`config.mk`:
```
export PLATFORM = sky130hd
export DESIGN_NAME = hwpe_dma_loader
export DESIGN_NICKNAME = d
export VERILOG_FILES = /design/src/rtl/hwpe_dma_loader_pkg.sv /design/src/rtl/hwpe_dma_loader_seg.sv /design/src/rtl/hwpe_dma_loader.sv
export SDC_FILE = /design/constraint.sdc
export NUM_CORES = 1
export LEC_CHECK = 0
export CORE_AREA = 4 4 177 179
export DETAILED_ROUTE_END_ITERATION = 7
export DIE_AREA = 0 0 181 183
export MAX_ROUTING_LAYER = met4
export PLACE_DENSITY_LB_ADDON = 0.3
export SYNTH_ARGS = -nofsm -noshare
export SYNTH_HDL_FRONTEND = slang
export SYNTH_SLANG_ARGS = --single-unit
```
`constraint.sdc`:
```
create_clock -name clk -period 14.35 [get_ports clk]
set_input_delay 1.435 -clock clk [delete_from_list [all_inputs] [get_ports clk]]
set_output_delay 1.435 -clock clk [all_outputs]
set_load 0.005 [all_outputs]
```
`src/rtl/hwpe_dma_loader_pkg.sv`:
```
// -----------------------------------------------------------------------------
// hwpe_dma_loader_pkg
// Shared definitions for the hwpe load sequencer:
//   - loader FSM state encoding (IDLE=0, REQ=1, DRAIN=2, DONE=3)
//   - SEG_IDLE, the segment code meaning "no active segment"
//   - hwpe memory map values (HWPE_ADDR_WIDTH, FMEM_ADDR2_START,
//     KMEM_ADDR_START). These come from hwpe_define.vh when it is compiled
//     ahead of this file; the fallbacks below only fill in what is missing.
//   - next_nz_seg(): finds the next segment with a nonzero length
// -----------------------------------------------------------------------------
`ifndef HWPE_ADDR_WIDTH
`define HWPE_ADDR_WIDTH 16
`endif
`ifndef FMEM_ADDR2_START
`define FMEM_ADDR2_START 16'h4000
`endif
`ifndef KMEM_ADDR_START
`define KMEM_ADDR_START 16'h8000
`endif

package hwpe_dma_loader_pkg;

   typedef enum logic [1:0] {
      LD_IDLE  = 2'd0,
      LD_REQ   = 2'd1,
      LD_DRAIN = 2'd2,
      LD_DONE  = 2'd3
   } ld_state_e;

   localparam logic [1:0] SEG_IDLE = 2'd3;

   localparam int          LD_HWPE_AW    = `HWPE_ADDR_WIDTH;
   localparam int unsigned LD_FMEM2_BASE = `FMEM_ADDR2_START;
   localparam int unsigned LD_KMEM_BASE  = `KMEM_ADDR_START;

   // Lowest segment index >= from whose length is nonzero; SEG_IDLE if none.
   function automatic logic [1:0] next_nz_seg(input logic [2:0] nz, input logic [1:0] from);
      logic [1:0] r;
      r = SEG_IDLE;
      for (int i = 2; i >= 0; i--) begin
         if ((i >= int'(from)) && nz[i]) r = 2'(i);
      end
      return r;
   endfunction

endpackage

```
`src/rtl/hwpe_dma_loader_seg.sv`:
```
// -----------------------------------------------------------------------------
// hwpe_loader_seg_cnt
// Segment index + word counter that walks seg0 -> seg1 -> seg2, skipping
// zero-length segments. Used once for the request side and once for the
// write side of the loader.
// Ports:
//   clk, rst_n        clock, asynchronous active-low reset
//   load              jump to the first nonzero segment, word index 0
//   step              one word of the current segment consumed
//   len0/len1/len2    segment lengths in words (must be valid on load too)
//   seg               current segment (SEG_IDLE once all words consumed)
//   idx               word index within the current segment
//   fin               this step consumes the very last word of the sequence
// -----------------------------------------------------------------------------
module hwpe_loader_seg_cnt
   import hwpe_dma_loader_pkg::*;
#(
   parameter int LEN_W = 16
) (
   input  logic             clk,
   input  logic             rst_n,
   input  logic             load,
   input  logic             step,
   input  logic [LEN_W-1:0] len0,
   input  logic [LEN_W-1:0] len1,
   input  logic [LEN_W-1:0] len2,
   output logic [1:0]       seg,
   output logic [LEN_W-1:0] idx,
   output logic             fin
);

   logic [2:0]       nz;
   logic [LEN_W-1:0] cur_len;
   logic [1:0]       nxt;
   logic             last;

   always_comb begin
      nz = {len2 != '0, len1 != '0, len0 != '0};
      case (seg)
         2'd0:    cur_len = len0;
         2'd1:    cur_len = len1;
         2'd2:    cur_len = len2;
         default: cur_len = '0;
      endcase
      last = (seg != SEG_IDLE) && (idx == cur_len - LEN_W'(1));
      nxt  = (seg == SEG_IDLE) ? SEG_IDLE : next_nz_seg(nz, seg + 2'd1);
      fin  = last && (nxt == SEG_IDLE);
   end

   always_ff @(posedge clk or negedge rst_n) begin
      if (!rst_n) begin
         seg <= SEG_IDLE;
         idx <= '0;
      end else if (load) begin
         seg <= next_nz_seg(nz, 2'd0);
         idx <= '0;
      end else if (step && (seg != SEG_IDLE)) begin
         if (last) begin
            seg <= nxt;
            idx <= '0;
         end else begin
            idx <= idx + LEN_W'(1);
         end
      end
   end

endmodule

```
`src/rtl/hwpe_dma_loader.sv`:
```
// -----------------------------------------------------------------------------
// hwpe_dma_loader
// Load sequencer for the hwpe SRAMs: fetches 64-bit words from a source read
// port and writes them through the hwpe DMA write port in three segments
// (seg0 fmap bank 1 at cfg_dst0, seg1 fmap bank 2, seg2 kernel memory).
// Optional build macro: HWPE_LOADER_CKSUM_EN adds a running XOR checksum of
// all written data (output cksum), cleared on start.
// Ports:
//   clk, rst_n                   clock, asynchronous active-low reset
//   start                        one-cycle pulse, samples cfg_* when idle
//   cfg_src0..2, cfg_dst0        source byte bases, seg0 destination base
//   cfg_len0..2                  segment lengths in words (0 = skip)
//   rd_req_valid/ready/addr      source read request channel
//   rd_rsp_valid/data            in-order read responses (no back-pressure)
//   dma_wen/wa/wd                hwpe write port
//   busy, done, seg_id           status (seg_id = write-side segment, 3 idle)
// -----------------------------------------------------------------------------
module hwpe_dma_loader
   import hwpe_dma_loader_pkg::*;
#(
   parameter int ADDR_W    = LD_HWPE_AW,
   parameter int SRC_AW    = 32,
   parameter int LEN_W     = 16,
   parameter int MAX_OUTST = 4
) (
   input  logic              clk,
   input  logic              rst_n,
   input  logic              start,
   input  logic [SRC_AW-1:0] cfg_src0,
   input  logic [SRC_AW-1:0] cfg_src1,
   input  logic [SRC_AW-1:0] cfg_src2,
   input  logic [ADDR_W-1:0] cfg_dst0,
   input  logic [LEN_W-1:0]  cfg_len0,
   input  logic [LEN_W-1:0]  cfg_len1,
   input  logic [LEN_W-1:0]  cfg_len2,
   output logic              rd_req_valid,
   input  logic              rd_req_ready,
   output logic [SRC_AW-1:0] rd_req_addr,
   input  logic              rd_rsp_valid,
   input  logic [63:0]       rd_rsp_data,
   output logic              dma_wen,
   output logic [ADDR_W-1:0] dma_wa,
   output logic [63:0]       dma_wd,
   output logic              busy,
   output logic              done,
   output logic [1:0]        seg_id
`ifdef HWPE_LOADER_CKSUM_EN
  ,output logic [63:0]       cksum
`endif
);

   localparam int OUTST_W = $clog2(MAX_OUTST + 1);

   ld_state_e         state_q, state_d;
   logic              start_acc, all_zero, accept, rsp_ok, last_wr_q;
   logic [OUTST_W-1:0] outst_q;

   logic [SRC_AW-1:0] src0_q, src1_q, src2_q, rq_base;
   logic [ADDR_W-1:0] dst0_q, wr_base;
   logic [LEN_W-1:0]  len0_q, len1_q, len2_q, len0_mx, len1_mx, len2_mx;
   logic [1:0]        rq_seg, wr_seg;
   logic [LEN_W-1:0]  rq_idx, wr_idx;
   logic              rq_fin, wr_fin;

   assign start_acc = start && (state_q == LD_IDLE);
   assign all_zero  = (cfg_len0 == '0) && (cfg_len1 == '0) && (cfg_len2 == '0);

   // Counters load from the raw config on the start edge, latched copy after.
   assign len0_mx = start_acc ? cfg_len0 : len0_q;
   assign len1_mx = start_acc ? cfg_len1 : len1_q;
   assign len2_mx = start_acc ? cfg_len2 : len2_q;

   always_ff @(posedge clk) begin
      if (start_acc) begin
         src0_q <= cfg_src0;
         src1_q <= cfg_src1;
         src2_q <= cfg_src2;
         dst0_q <= cfg_dst0;
         len0_q <= cfg_len0;
         len1_q <= cfg_len1;
         len2_q <= cfg_len2;
      end
   end

   hwpe_loader_seg_cnt #(.LEN_W(LEN_W)) u_rq_cnt (
      .clk(clk), .rst_n(rst_n), .load(start_acc), .step(accept),
      .len0(len0_mx), .len1(len1_mx), .len2(len2_mx),
      .seg(rq_seg), .idx(rq_idx), .fin(rq_fin)
   );

   hwpe_loader_seg_cnt #(.LEN_W(LEN_W)) u_wr_cnt (
      .clk(clk), .rst_n(rst_n), .load(start_acc), .step(rsp_ok),
      .len0(len0_mx), .len1(len1_mx), .len2(len2_mx),
      .seg(wr_seg), .idx(wr_idx), .fin(wr_fin)
   );

   always_comb begin
      case (rq_seg)
         2'd0:    rq_base = src0_q;
         2'd1:    rq_base = src1_q;
         2'd2:    rq_base = src2_q;
         default: rq_base = '0;
      endcase
      case (wr_seg)
         2'd0:    wr_base = dst0_q;
         2'd1:    wr_base = ADDR_W'(LD_FMEM2_BASE);
         2'd2:    wr_base = ADDR_W'(LD_KMEM_BASE);
         default: wr_base = '0;
      endcase
   end

   // Address is derived from the request counter, so it is 0 when idle and
   // cannot move while a request waits for ready.
   assign rd_req_addr  = rq_base + SRC_AW'({rq_idx, 3'b000});
   assign rd_req_valid = (state_q == LD_REQ) && (rq_seg != SEG_IDLE) &&
                         (outst_q < OUTST_W'(MAX_OUTST));
   assign accept       = rd_req_valid && rd_req_ready;
   // Responses with nothing outstanding are strays (e.g. after an abort).
   assign rsp_ok       = rd_rsp_valid && (outst_q != '0);

   always_comb begin
      state_d = state_q;
      case (state_q)
         LD_IDLE:  if (start) state_d = all_zero ? LD_DONE : LD_REQ;
         LD_REQ:   if (accept && rq_fin) state_d = LD_DRAIN;
         LD_DRAIN: if ((outst_q == '0) && last_wr_q) state_d = LD_DONE;
         LD_DONE:  state_d = LD_IDLE;
         default:  state_d = LD_IDLE;
      endcase
   end

   always_ff @(posedge clk or negedge rst_n) begin
      if (!rst_n) begin
         state_q   <= LD_IDLE;
         outst_q   <= '0;
         busy      <= 1'b0;
         done      <= 1'b0;
         seg_id    <= SEG_IDLE;
         last_wr_q <= 1'b0;
      end else begin
         state_q <= state_d;
         done    <= (state_q == LD_DONE);
         case ({accept, rsp_ok})
            2'b10:   outst_q <= outst_q + OUTST_W'(1);
            2'b01:   outst_q <= outst_q - OUTST_W'(1);
            default: outst_q <= outst_q;
         endcase
         if (start_acc) busy <= 1'b1;
         else if (state_q == LD_DONE) busy <= 1'b0;
         if (start_acc) last_wr_q <= 1'b0;
         else if (rsp_ok && wr_fin) last_wr_q <= 1'b1;
         if (state_q == LD_DONE) seg_id <= SEG_IDLE;
         else if (start_acc) seg_id <= next_nz_seg({cfg_len2 != '0, cfg_len1 != '0, cfg_len0 != '0}, 2'd0);
         else if (rsp_ok) seg_id <= wr_seg;
      end
   end

   // ---- write stage: response registered into the hwpe write port ----
   always_ff @(posedge clk or negedge rst_n) begin
      if (!rst_n) begin
         dma_wen <= 1'b0;
         dma_wa  <= '0;
         dma_wd  <= '0;
      end else begin
         dma_wen <= rsp_ok;
         if (rsp_ok) begin
            dma_wa <= wr_base + ADDR_W'({wr_idx, 3'b000});
            dma_wd <= rd_rsp_data;
         end
      end
   end

`ifdef HWPE_LOADER_CKSUM_EN
   always_ff @(posedge clk or negedge rst_n) begin
      if (!rst_n) cksum <= '0;
      else if (start_acc) cksum <= '0;
      else if (dma_wen) cksum <= cksum ^ dma_wd;
   end
`endif

endmodule

```
# After elaboration in Yosys (flattened, before gate mapping)
# Cells that the tools add are included.
# word_totals
inputBits	229
out_inout_bits	118
register_bits	287
# classes
magnitude_cmp	7
add_sub_neg	10
n_reduce_logical	47
n_mux	46
n_eq_ne	20
# op_table
op	count
two-way mux 16 bit	9
one-hot mux 16 bit (3 select lines)	3
one-hot mux 32 bit (3 select lines)	1
nonzero test 16 bit	6
logical NOT 16 bit	3
two-way mux 2 bit	23
adder 16 x 1 -> 16 bit (second input constant)	2
adder 32 x 19 -> 32 bit	1
== test 16 bit	2
subtractor 16 x 1 -> 16 bit (second input constant)	2
logical AND 1 bit	22
== test 2 bit (second input constant)	9
adder 16 bit	1
nonzero test 2 bit	7
== test 2 x 1 -> 1 bit (second input constant)	4
>= comparator 1 x 2 -> 1 bit (first input constant)	4
two-way mux 1 bit	8
!= test 2 bit (second input constant)	4
one-hot mux 2 bit (4 select lines)	1
logical NOT 2 bit	3
one-hot mux 3 bit (2 select lines)	1
nonzero test 3 bit	2
adder 2 x 1 -> 2 bit (second input constant)	2
>= comparator 2 bit (first input constant)	2
7 further kinds	8

# Depth between registers and ports, before layout
# Gate-level depths: netlist (run 1).
# depth
word_depth	14
mapped_depth	22
depth_no_buf	18

# Cells and area by module
# A second synthesis (run 1) with hierarchy kept.
# hier_totals
cells_unflattened	1455
hier_area_um2	15098.2
# by_module_without_submodules
mod	n_inst	seq_area_each_um2	cells_per_inst	area_each_um2
hwpe_dma_loader	1	6603.8	933	10830.4
hwpe_loader_seg_cnt (u_rq_cnt)	1	452.9	268	2243.4
hwpe_loader_seg_cnt (u_wr_cnt)	1	452.9	254	2024.4

# Worst setup path before layout (run 1)
# No wires, ideal clock.
# synth_path
path_kind	in2reg
start	in start
end	reg u_wr_cnt.idx[12]
path_stages	17
setup_ns	0.119
slack_ns	7.107
n_path_buf	5
arrival_ns	7.124
cell_sequence	nand2_1 inv_2 buf_6 buf_4 buf_2 clkbuf_1 nand2_1 nand2_1 a211oi_1 xnor2_1 a2111oi_0 nor2_1 o31ai_1 nand4_2 nand2_2 buf_8 nor2_2
# synth_between
elab_chain_len	9
elab_cells_between_ends	12
classes_between	add/sub: 1; eq/ne: 1; mux: 7; reduce/logical: 3
# synth_rtl
element	line	rtl
start: declaration	hwpe_dma_loader.sv:28	input logic start,
logical AND 1 bit	hwpe_dma_loader.sv:65	assign start_acc = start && (state_q == LD_IDLE);
named net start_acc	hwpe_dma_loader.sv:55	logic start_acc, all_zero, accept, rsp_ok, last_wr_q;
two-way mux 16 bit	--	
named net len0_mx[14]	hwpe_dma_loader.sv:60	logic [LEN_W-1:0] len0_q, len1_q, len2_q, len0_mx, len1_mx, len2_mx;
one-hot mux 16 bit (3 select lines)	hwpe_dma_loader_seg.sv:39	case (seg)
subtractor 16 x 1 -> 16 bit	hwpe_dma_loader_seg.sv:45	last = (seg != SEG_IDLE) && (idx == cur_len - LEN_W'(1));
== test 16 bit	hwpe_dma_loader_seg.sv:45	
logical AND 1 bit	hwpe_dma_loader_seg.sv:45	
two-way mux 16 bit	hwpe_dma_loader_seg.sv:58	if (last) begin
two-way mux 16 bit	hwpe_dma_loader_seg.sv:57	end else if (step && (seg != SEG_IDLE)) begin
two-way mux 16 bit	hwpe_dma_loader_seg.sv:54	end else if (load) begin
end signal: assignment	hwpe_dma_loader_seg.sv:62	idx <= idx + LEN_W'(1);
end: declaration	hwpe_dma_loader_seg.sv:28	output logic [LEN_W-1:0] idx,
# The timed path passes the listed nets, and every way through them passes these cells. The select of a mux whose other input is x is not followed.
# A chain may end at the register's enable or synchronous reset.

# Worst setup path in the final report (run 1)
# layout_path
start	in start
end	reg u_rq_cnt.seg[1]
# layout_between
elab_cells_between_ends	23
classes_between	add/sub: 1; eq/ne: 1; mux: 12; reduce/logical: 9
# layout_lines
element	line	rtl
logical AND 1 bit	hwpe_dma_loader.sv:65	
two-way mux 16 bit	--	
named net len2_mx[0]	hwpe_dma_loader.sv:60	
one-hot mux 16 bit (3 select lines)	hwpe_dma_loader_seg.sv:39	
subtractor 16 x 1 -> 16 bit	hwpe_dma_loader_seg.sv:45	
== test 16 bit	hwpe_dma_loader_seg.sv:45	
logical AND 1 bit	hwpe_dma_loader_seg.sv:45	
nonzero test 2 bit (no line)	--	
AND reduction 2 bit (no line)	--	
end signal: assignment	hwpe_dma_loader_seg.sv:55	seg <= next_nz_seg(nz, 2'd0);
end signal: assignment	hwpe_dma_loader_seg.sv:59	seg <= nxt;
end: declaration	hwpe_dma_loader_seg.sv:27	output logic [1:0] seg,
# The timed path passes the listed nets, and every way through them passes these cells. The select of a mux whose other input is x is not followed.

==> flow_metrics.py, run 1 <==
metrics = {
    "timing": {
        "post-route-period-util": 0.5493,
        "hold_viol": 0,
        "fin_setup_tns_ns": 0,
        "worstMarginPinSlew_ns": 1.100,
        "final-setup-viol-count": 0,
        "clock_skew_ns": 0.01928,
        "fin_crit_ns": 7.883,
        "rsz0062_at_grt": "false",
        "hold-worst-slack_ns": 0.4661,
        "fmax_ghz": 0.1269,
        "slew_violations": 0,
        "relSlewSlack": 0.2664,
    },
    "job": {
        "drv_cap": 0,
    },
    "die": {
        "coreArea_sq_mm": 0.02956,
        "die_w_um": 181,
        "fp-row-count": 63,
        "io_pins": 347,
        "initial_utilization": 0.4954,
        "die_h_um": 183,
        "die-area_sq_mm": 0.03312,
    },
    "detailed_routing": {
        "drc_errors": 0,
        "drt-pass1-iter-count": 8,
        "wl_per_cell_um": 19.57,
        "antenna_left": 0,
        "vias": 12393,
        "viasPerCell": 5.643,
        "routed_wl_um": 42970,
        "drt_iter0_drc": 1131,
    },
    "worst_setup_path": {
        "path_buf_inv": 5,
        "crit_chain": "clkdlybuf4s50_1 -> buf_4 -> nand2_1 -> buf_4 -> inv_6 -> buf_4 -> mux2_2 -> a222oi_1 -> or2_2 -> ha_1 -> nand4_1 -> nor4_1 -> xor2_1 -> nor4b_1 -> o2111ai_1 -> or3_1 -> nand2_1 -> o21ba_2",
        "cp_top_family": "buffers and inverters",
        "crit_top_cell": "buf_4",
        "r2r_start": "state_q[0]$_DFFE_PN0P_",
        "slowest_stage": "buf_4",
        "crit_required_ns": 14.84,
        "worstSetupStartpointType": "primary input",
        "crit_path_max_fanout": 78,
        "crit_path_start": "start",
        "endpoint_kind": "register",
        "r2r_cells": 19,
        "critPathMaxStageDelay_ns": 0.92,
        "worstReg2RegEnd": "u_rq_cnt.seg[1]$_DFFE_PN1P_",
        "cp.arrival_ns": 8.37,
        "path_class": "in2reg",
        "rrSetupSlack_ns": 7.13,
    },
    "cts": {
        "htreeDepth": 1,
        "clk_latency_ns": 0.56,
        "cts_root_buf": "clkbuf_16",
        "clockBufferDepth": 3,
        "post_cts_resized": 0,
        "postCtsSetupBuffers": 0,
        "tritoncts": "built",
        "cts_hold_buf": 0,
        "clock_sinks": 287,
        "path_clk_slew_ns": 0.06,
        "cts_made_buffers": 31,
    },
    "grt": {
        "grt_pass1_vias": 12549,
        "grtUsageTotal": 0.2558,
        "overflow": 0,
        "grt_max_degree": 102,
        "antenna_found_initial": 0,
        "grt_pass1_wl_um": 67030,
    },
    "pwr": {
        "comb_power_share": 0.468,
        "total_power_uw": 3835,
        "ir_worst_vdd_uv": 131.5,
        "p_clk_frac": 0.211,
        "powerDensity_mw_per_mm2": 197.4,
        "power_frac_seq": 0.321,
        "internal_power_uw": 2402,
        "p_leak_uw": 0.008058,
        "p_sw_uw": 1434,
        "sw_frac_of_total": 0.3738,
    },
    "synth": {
        "syn_area_per_cell_sq_um": 10.01,
        "yosys.area.top_type": "edfxtp_1",
        "syn_inst": 1463,
        "yosysSeqAreaShare": 0.5129,
        "yosys_warnings": 0,
        "synth_edf_count": 112,
        "synth_ff_type": "dfrtp_1",
        "ys_types": 87,
        "synth_top_area_share": 0.2297,
        "ys_ff_latch": 287,
        "async_flop_share": 0.4425,
        "syn_area_sq_mm": 0.01464,
        "syn-num-nets": 1742,
        "ys_top_cells_by_area": "edfxtp_1, dfrtp_1, nand2_1",
    },
    "final_layout": {
        "multi_input_area_sq_mm": 0.006625,
        "fin_cells": 2196,
        "seq_area_sq_mm": 0.007510,
        "drive_gt1_frac": 0.07586,
        "area_delta_synth_final_pct": 32.71,
        "nNetsFinal": 2063,
        "fillCellCount": 2302,
        "finalInstanceArea_sq_mm": 0.01943,
        "antenna-diode-count": 0,
    },
    "worst_hold_path": {
        "min_path_type": "reg2reg",
        "min-delay-start": "dma_wa[1]$_DFFE_PN0P_",
        "hold_depth": 2,
        "min_to": "dma_wa[1]$_DFFE_PN0P_",
    },
    "placed_design": {
        "port_buffers": 346,
        "place_hpwl_um": 31370,
        "dp_cells": 2141,
        "gp_congestion": 0.9633,
        "place_area_sq_mm": 0.01840,
    },
    "run_status": {
        "status": "finished, final reports clean",
    },
}
flip-flops by register name, indices dropped and copies added (netlist names), 32 cells and up:
register  count
dma_wd       64
src0_q       32
src1_q       32
src2_q       32
worst max path at each step:
stage	cells past startpoint	end
6_report	18	u_rq_cnt.seg[1]$_DFFE_PN1P_
4_1_cts	18	u_rq_cnt.seg[1]$_DFFE_PN1P_
5_1_grt	18	u_rq_cnt.idx[13]$_DFFE_PN0P_
2_1_floorplan	17	u_wr_cnt.idx[12]$_DFFE_PN0P_
3_5_place_dp	18	u_rq_cnt.seg[1]$_DFFE_PN1P_
3_3_place_gp	18	u_rq_cnt.seg[1]$_DFFE_PN1P_
power groups by stage:
stage | Combinational, uW | Clock (uW) | Sequential [uW]
2_1_floorplan | 1070 | 0 | 1240
3_3_place_gp | 1750 | 0 | 1230
3_5_place_dp | 1770 | 0 | 1240
4_1_cts | 1790 | 819 | 1230
5_1_grt | 1960 | 855 | 1260
6_report | 1800 | 808 | 1230
logic make-up after synthesis:
kind of cell    after synthesis  share of synthesized area
simple gates                613                     0.1973
flops                       287                     0.5129
compound gates              252                     0.1271
buf+inv                     130                    0.03537
xor+xnor                     95                    0.05682
fa+ha+maj                    50                    0.04426
mux                          36                    0.02632
per-layer routing:
layer / vias to the layer above / GRT usage / part of all wire
met5: - / - / 0
met4: 0 / 0.07385 / 0.027
met3: 71 / 0.05315 / 0.080
met2: 511 / 0.4207 / 0.48
met1: 5943 / 0.3241 / 0.41
li1: 5868 / - / -
synthesized netlist by cell type (6+ instances only):
| library cell | n |
|---|---|
| dfrtp_1 | 121 |
| mux2_2 | 6 |
| or4_1 | 10 |
| nand2_1 | 275 |
| mux2i_1 | 26 |
| nor4_1 | 18 |
| a21oi_1 | 29 |
| nor2b_1 | 9 |
| o21ai_0 | 62 |
| a31oi_1 | 10 |
| nand4_1 | 25 |
| a21boi_0 | 20 |
| o211ai_1 | 7 |
| dfstp_2 | 6 |
| inv_1 | 59 |
| xnor2_1 | 50 |
| nand2b_1 | 13 |
| o221a_2 | 8 |
| ha_1 | 47 |
| a222oi_1 | 35 |
| o31ai_1 | 8 |
| xor2_1 | 45 |
| edfxtp_1 | 112 |
| clkbuf_1 | 55 |
| a21o_1 | 7 |
| nand3_1 | 27 |
| o2111ai_1 | 7 |
| nor2_1 | 103 |
| o221ai_1 | 14 |
| or3_1 | 16 |
| nor3_1 | 20 |
| and3_1 | 27 |
| nor2_2 | 10 |
| and2_1 | 14 |
| or2_2 | 25 |
| dfxtp_1 | 48 |
area by class of cell:
type | instances | share of cell area
tap | 390 | 0.02511
inverter | 61 | 0.01204
multi-input combinational | 1046 | 0.3409
sequential | 287 | 0.3865
clock buffer | 41 | 0.04559
clock inverter | 14 | 0.007533
timing repair buffer | 357 | 0.1823
layout by cell type (no fill, tap or decap), drive strengths merged, types with 8 or more instances in the layout:
| cell type | synthesis | final |
|---|---|---|
| a21boi | 21 | 21 |
| a21oi | 30 | 30 |
| a222oi | 35 | 35 |
| a31oi | 10 | 10 |
| and2 | 14 | 14 |
| and3 | 27 | 27 |
| buf | 13 | 12 |
| clkbuf | 56 | 41 |
| clkdlybuf4s50 | 0 | 345 |
| clkinv | 1 | 8 |
| dfrtp | 121 | 121 |
| dfxtp | 48 | 48 |
| edfxtp | 112 | 112 |
| ha | 47 | 47 |
| inv | 60 | 62 |
| mux2 | 8 | 8 |
| mux2i | 28 | 28 |
| nand2 | 276 | 276 |
| nand2b | 13 | 13 |
| nand3 | 27 | 27 |
| nand4 | 26 | 26 |
| nor2 | 113 | 113 |
| nor2b | 9 | 9 |
| nor3 | 21 | 21 |
| nor4 | 18 | 18 |
| o21ai | 65 | 65 |
| o221a | 8 | 8 |
| o221ai | 16 | 16 |
| o31ai | 9 | 9 |
| or2 | 27 | 27 |
| or3 | 16 | 16 |
| or4 | 12 | 12 |
| xnor2 | 50 | 50 |
| xor2 | 45 | 45 |
through the flow:
stage	util	setup slack [ns]
after floorplan	-	7.107
after global placement	0.6225	6.249
after detailed placement	0.6225	6.030
after CTS	0.6574	6.564
after global routing	0.6574	6.000
final	0.6574	6.467
worst min-delay path: cells and delay by family (launching register included):
family	cells	cell delay, ns
and+or+nand+nor	2	0.09
DFF	1	0.34
No activity file was read; power rests on OpenSTA's default activity.
==> run 2: changes to the inputs <==
Clock period 14.35 ns to 8.15 ns, I/O delays scaled along.
==> flow_metrics.py, run 2 (synthesis gave the netlist of run 1 again) <==
metrics = {
    "run_status": {
        "status": "finished with violations",
        "violations": "design-rule violations",
    },
    "pwr": {
        "comb_power_share": 0.475,
        "ir_worst_vdd_uv": 182.6,
        "p_clk_frac": 0.200,
        "internal_power_uw": 4137,
        "powerDensity_mw_per_mm2": 344.2,
        "p_sw_uw": 2529,
        "p_leak_uw": 0.008018,
        "sw_frac_of_total": 0.3794,
        "power_frac_seq": 0.325,
    },
    "detailed_routing": {
        "routed_wl_um": 43190,
        "drc_errors": 2,
        "vias": 12452,
        "antenna_left": 0,
        "drt-pass1-iter-count": 8,
        "drt_iter0_drc": 1308,
        "viasPerCell": 5.657,
        "wl_per_cell_um": 19.62,
    },
    "die": {
        "io_pins": 347,
        "coreArea_sq_mm": 0.02956,
        "die_h_um": 183,
        "die_w_um": 181,
        "fp-row-count": 63,
        "die-area_sq_mm": 0.03312,
        "initial_utilization": 0.4954,
    },
    "placed_design": {
        "dp_cells": 2142,
        "gp_congestion": 0.9456,
        "port_buffers": 346,
        "place_hpwl_um": 31040,
        "pre_cts_ws_ns": 1.705,
    },
    "final_layout": {
        "drive_gt1_frac": 0.07518,
        "area_delta_synth_final_pct": 32.28,
        "final_cell_mix": "clkdlybuf4s50_1, nand2_1, dfrtp_1",
        "top_register": "dma_wd",
        "fillCellCount": 2292,
        "largest_reg_flops": 64,
        "nNetsFinal": 2064,
        "fin_cells": 2201,
        "layout_commonest_cell": "clkdlybuf4s50_1",
    },
    "cts": {
        "path_clk_slew_ns": 0.07,
        "cts_root_buf": "clkbuf_16",
        "clk_latency_ns": 0.56,
        "post_cts_resized": 0,
        "htreeDepth": 1,
        "clock_sinks": 287,
        "cts_hold_buf": 0,
        "postCtsSetupBuffers": 0,
        "cts_made_buffers": 31,
        "clockBufferDepth": 3,
        "tritoncts": "built",
    },
    "worst_setup_path": {
        "critPathMaxStageDelay_ns": 0.67,
        "path_class": "reg2out",
        "slowest_stage": "a311oi_1",
        "rrSetupSlack_ns": 2.22,
        "path_buf_inv": 3,
        "cp.arrival_ns": 5.78,
        "crit_chain": "inv_1 -> ha_1 -> buf_4 -> a222oi_1 -> nor2_1 -> ha_1 -> nor2b_1 -> o21ai_0 -> a21boi_0 -> o21a_1 -> o21ai_0 -> a21o_1 -> a21oi_1 -> a311oi_1 -> nor3_1 -> a211oi_1 -> a31o_2 -> clkdlybuf4s50_1",
        "crit_path_max_fanout": 38,
        "crit_required_ns": 7.34,
        "endpoint_kind": "output port",
        "r2r_start": "state_q[0]$_DFFE_PN0P_",
        "r2r_cells": 17,
        "worstReg2RegEnd": "u_rq_cnt.seg[1]$_DFFE_PN1P_",
        "cp_top_family": "compound AO/OA/AOI/OAI gates",
        "worstSetupStartpointType": "register",
    },
    "timing": {
        "setup_ws_ns": 1.558,
        "fmax_ghz": 0.1517,
        "worstMarginPinSlew_ns": 1.077,
        "final-setup-viol-count": 0,
        "relSlewSlack": 0.2822,
        "post-route-period-util": 0.8089,
        "fin_crit_ns": 6.592,
        "hold_viol": 0,
        "slew_violations": 0,
        "clock_skew_ns": 0.02058,
        "rsz0062_at_grt": "false",
        "fin_setup_tns_ns": 0,
    },
    "grt": {
        "grt_pass1_wl_um": 67880,
        "overflow": 0,
        "grt_max_degree": 102,
        "grtUsageTotal": 0.2588,
        "antenna_found_initial": 2,
        "grt_pass1_vias": 12553,
    },
    "worst_hold_path": {
        "min_path_type": "in2async",
    },
    "job": {
        "drv_cap": 0,
    },
}
-- run 2: changes by cell type in the layout (fill, tap and decap cells not counted), sizes merged --
cell and change:
diode +2, clkinv +8, buf +1, inv -1, clkbuf -6, clkinvlp +2
bufinv -1
-- run 2: power groups by stage --
stage | Clock, uW | Sequential [uW] | Combinational (uW)
2_1_floorplan | 0 | 2180 | 1890
4_1_cts | 1360 | 2170 | 3150
3_3_place_gp | 0 | 2170 | 3070
6_report | 1330 | 2170 | 3160
3_5_place_dp | 0 | 2190 | 3120
5_1_grt | 1420 | 2220 | 3460
-- run 2: through the flow --
stage	instance area (sq um)	util	total power, uW	hold slack [ns]
global placement	18410	0.6227	5245	0.4505
floorplan	14640	-	4064	0.4385
detailed placement	18410	0.6227	5314	0.4598
global route	19370	0.6553	7099	0.4306
CTS	19360	0.6551	6675	0.4106
finish	19370	0.6553	6666	0.3863
-- run 2: worst max path at each step --
| stage | startpoint | end | slack, ns | cells after the start |
|---|---|---|---|---|
| floorplan | start | u_wr_cnt.idx[12]$_DFFE_PN0P_ | 1.53 | 17 |
| global placement | start | u_rq_cnt.seg[1]$_DFFE_PN1P_ | 1.81 | 16 |
| detailed placement | start | u_rq_cnt.idx[3]$_DFFE_PN0P_ | 1.70 | 16 |
| CTS | u_rq_cnt.seg[0]$_DFFE_PN1P_ | rd_req_addr[31] | 1.57 | 19 |
| global route | u_rq_cnt.seg[0]$_DFFE_PN1P_ | rd_req_addr[25] | 1.18 | 19 |
| finish | u_rq_cnt.seg[0]$_DFFE_PN1P_ | rd_req_addr[23] | 1.56 | 18 |
-- run 2: routing by layer --
layer	global-route usage	part of all wire	vias up
li1	-	-	5878
met1	0.3292	0.41	6013
met2	0.4293	0.49	502
met3	0.05514	0.075	59
met4	0.06214	0.019	0
met5	-	0	-
-- run 2: worst reg2reg max path, stage by stage (launching register included) --
cell and delay (ns):
dfrtp_1 0.40, inv_1 0.14, ha_1 0.17, buf_4 0.35
nand2_1 0.22, inv_6 0.60, mux2_2 0.47, a222oi_1 0.64
or2_2 0.23, ha_1 0.22, nand4_1 0.34, nor4_1 0.43
xor2_1 0.13, nor4b_1 0.33, o2111ai_1 0.21, or3_1 0.44
nand2_1 0.39, o21ba_2 0.20
-- run 2: layout make-up --
cell class	instances	area, sq um	area share
Antenna cell	2	5.005	0.0002584
Clock buffer	35	790.8	0.04082
Clock inverter	22	166.4	0.008591
Inverter	61	234.0	0.01208
Multi-Input combinational cell	1046	6625	0.3420
Sequential cell	287	7510	0.3877
Tap cell	390	488.0	0.02519
Timing Repair Buffer	358	3551	0.1833
==> run 3: changes to the inputs <==
Settings changed: CORE_AREA 4 4 177 179 to 4 4 184 186, DIE_AREA 0 0 181 183 to 0 0 188 190.
Clock period 8.15 ns to 5.8 ns, I/O delays scaled along.
==> flow_metrics.py, run 3 (synthesis gave the netlist of run 1 again) <==
metrics = {
    "placed_design": {
        "gp_congestion": 0.9640,
        "place_hpwl_um": 32790,
        "port_buffers": 346,
    },
    "timing": {
        "clock_skew_ns": 0.03707,
        "slew_violations": 0,
        "fmax_ghz": 0.1813,
        "final-setup-viol-count": 0,
        "fin_setup_tns_ns": 0,
        "hold_viol": 0,
        "hold-worst-slack_ns": 0.06820,
        "worstMarginPinSlew_ns": 1.101,
        "relSlewSlack": 0.2660,
        "post-route-period-util": 0.9507,
        "fin_crit_ns": 5.514,
    },
    "final_layout": {
        "final_cell_mix": "clkdlybuf4s50_1, nand2_1, dfrtp_1",
        "largest_reg_flops": 64,
        "area_delta_synth_final_pct": 34.62,
        "layout_commonest_cell": "clkdlybuf4s50_1",
        "antenna-diode-count": 0,
        "top_register": "dma_wd",
        "drive_gt1_frac": 0.08817,
        "nNetsFinal": 2080,
    },
    "die": {
        "coreArea_sq_mm": 0.03229,
        "die_w_um": 188,
        "io_pins": 347,
        "die-area_sq_mm": 0.03572,
        "fp-row-count": 66,
        "initial_utilization": 0.4535,
        "die_h_um": 190,
    },
    "pwr": {
        "p_leak_uw": 0.008120,
        "powerDensity_mw_per_mm2": 484.5,
        "ir_worst_vdd_uv": 265.3,
    },
    "cts": {
        "cts_made_buffers": 31,
        "clk_latency_ns": 0.58,
        "cts_root_buf": "clkbuf_16",
        "clockBufferDepth": 3,
        "clock_sinks": 287,
        "path_clk_slew_ns": 0.06,
        "tritoncts": "built",
        "htreeDepth": 1,
    },
    "detailed_routing": {
        "vias": 12523,
        "drc_errors": 0,
        "drt_iter0_drc": 1285,
        "routed_wl_um": 44150,
        "wl_per_cell_um": 19.47,
        "antenna_left": 0,
        "viasPerCell": 5.522,
        "drt-pass1-iter-count": 6,
    },
    "worst_setup_path": {
        "crit_path_max_fanout": 17,
        "crit_required_ns": 5.22,
        "r2r_start": "state_q[0]$_DFFE_PN0P_",
        "endpoint_kind": "output port",
        "worstSetupStartpointType": "register",
        "path_class": "reg2out",
        "worstReg2RegEnd": "u_wr_cnt.idx[2]$_DFFE_PN0P_",
        "r2r_cells": 14,
        "cp.arrival_ns": 4.93,
        "rrSetupSlack_ns": 0.71,
    },
    "grt": {
        "grtUsageTotal": 0.2435,
        "top_usage_layer": "met2",
        "overflow": 0,
        "use_met2": 0.3994,
        "grt_pass1_wl_um": 68480,
        "grtUsageMet3": 0.04073,
        "antenna_found_initial": 0,
        "grt_pass1_vias": 12604,
        "grt_max_degree": 102,
        "grt_use_met1": 0.3125,
    },
    "worst_hold_path": {
        "min_path_type": "in2async",
    },
    "run_status": {
        "status": "finished, final reports clean",
    },
    "job": {
        "drv_cap": 0,
    },
}
## run 3: critical path, cell delays in order, from the launching register on
cell	delay (ns)
dfstp_2	0.61
inv_1	0.13
ha_4	0.20
buf_6	0.15
nand2_1	0.07
nand3_1	0.09
nand2_1	0.12
inv_1	0.05
ha_1	0.27
a21o_1	0.19
a21oi_2	0.17
nand2b_1	0.12
a21boi_0	0.12
o41a_1	0.38
a221o_1	0.37
o22ai_4	0.22
o2111ai_4	0.23
nand3b_1	0.16
xnor2_1	0.08
nor2_1	0.11
clkdlybuf4s50_1	0.51
## run 3: layout make-up
type,instances,area (sq um)
clock buffers,44,875.8
inverters,61,234.0
flip-flops and latches,287,7510
repair buffers,374,3682
clock inverters,14,130.1
fillers,2629,12580
multi-input cells,1046,6728
well taps,442,553.0
## run 3: how the worst max path moves through the flow
stage | startpoint | to | slack (ns) | cells past startpoint
2_1_floorplan | u_rq_cnt.seg[1]$_DFFE_PN1P_ | rd_req_addr[31] | 0.49 | 21
3_3_place_gp | u_rq_cnt.seg[1]$_DFFE_PN1P_ | rd_req_addr[26] | 0.60 | 17
3_5_place_dp | u_rq_cnt.seg[0]$_DFFE_PN1P_ | rd_req_addr[22] | 0.45 | 20
4_1_cts | u_rq_cnt.seg[0]$_DFFE_PN1P_ | rd_req_addr[22] | 0.07 | 20
5_1_grt | u_rq_cnt.seg[0]$_DFFE_PN1P_ | rd_req_addr[31] | -0.02 | 17
6_report | u_rq_cnt.seg[1]$_DFFE_PN1P_ | rd_req_addr[22] | 0.29 | 20
## run 3: per-layer routing
metal | vias to the layer above | part of all wire
li1 | 5917 | -
met2 | 498 | 0.49
met4 | 0 | 0.031
met3 | 95 | 0.068
met1 | 6013 | 0.41
met5 | - | 0
## run 3: through the flow
stage	utilization	instances	worst slack, ns	cell area, sq um	power, uW
after floorplan	-	1463	0.4914	14640	5694
after global placement	0.5754	2208	0.5984	18580	7455
after detailed placement	0.5754	2208	0.4548	18580	7549
after CTS	0.6072	2266	0.07127	19610	9543
after global routing	0.6105	2268	-0.02457	19710	10160
final	0.6105	2268	0.2857	19710	9551
## run 3: repair_timing
| item | in CTS | in global routing |
|---|---|---|
| buffers inserted | 0 | 2 |
| hold buffers | 0 | 0 |
| endpoints found under the setup margin | 10 | 13 |
| pin swaps | 0 | 5 |
| gates resized for setup | 5 | 17 |
## run 3: report_power, final
part           internal (uW)  leakage, uW  switching (uW)
Combinational           2050      0.00460            2510
Clock                   1140     0.000472             808
Sequential              2770      0.00305             279
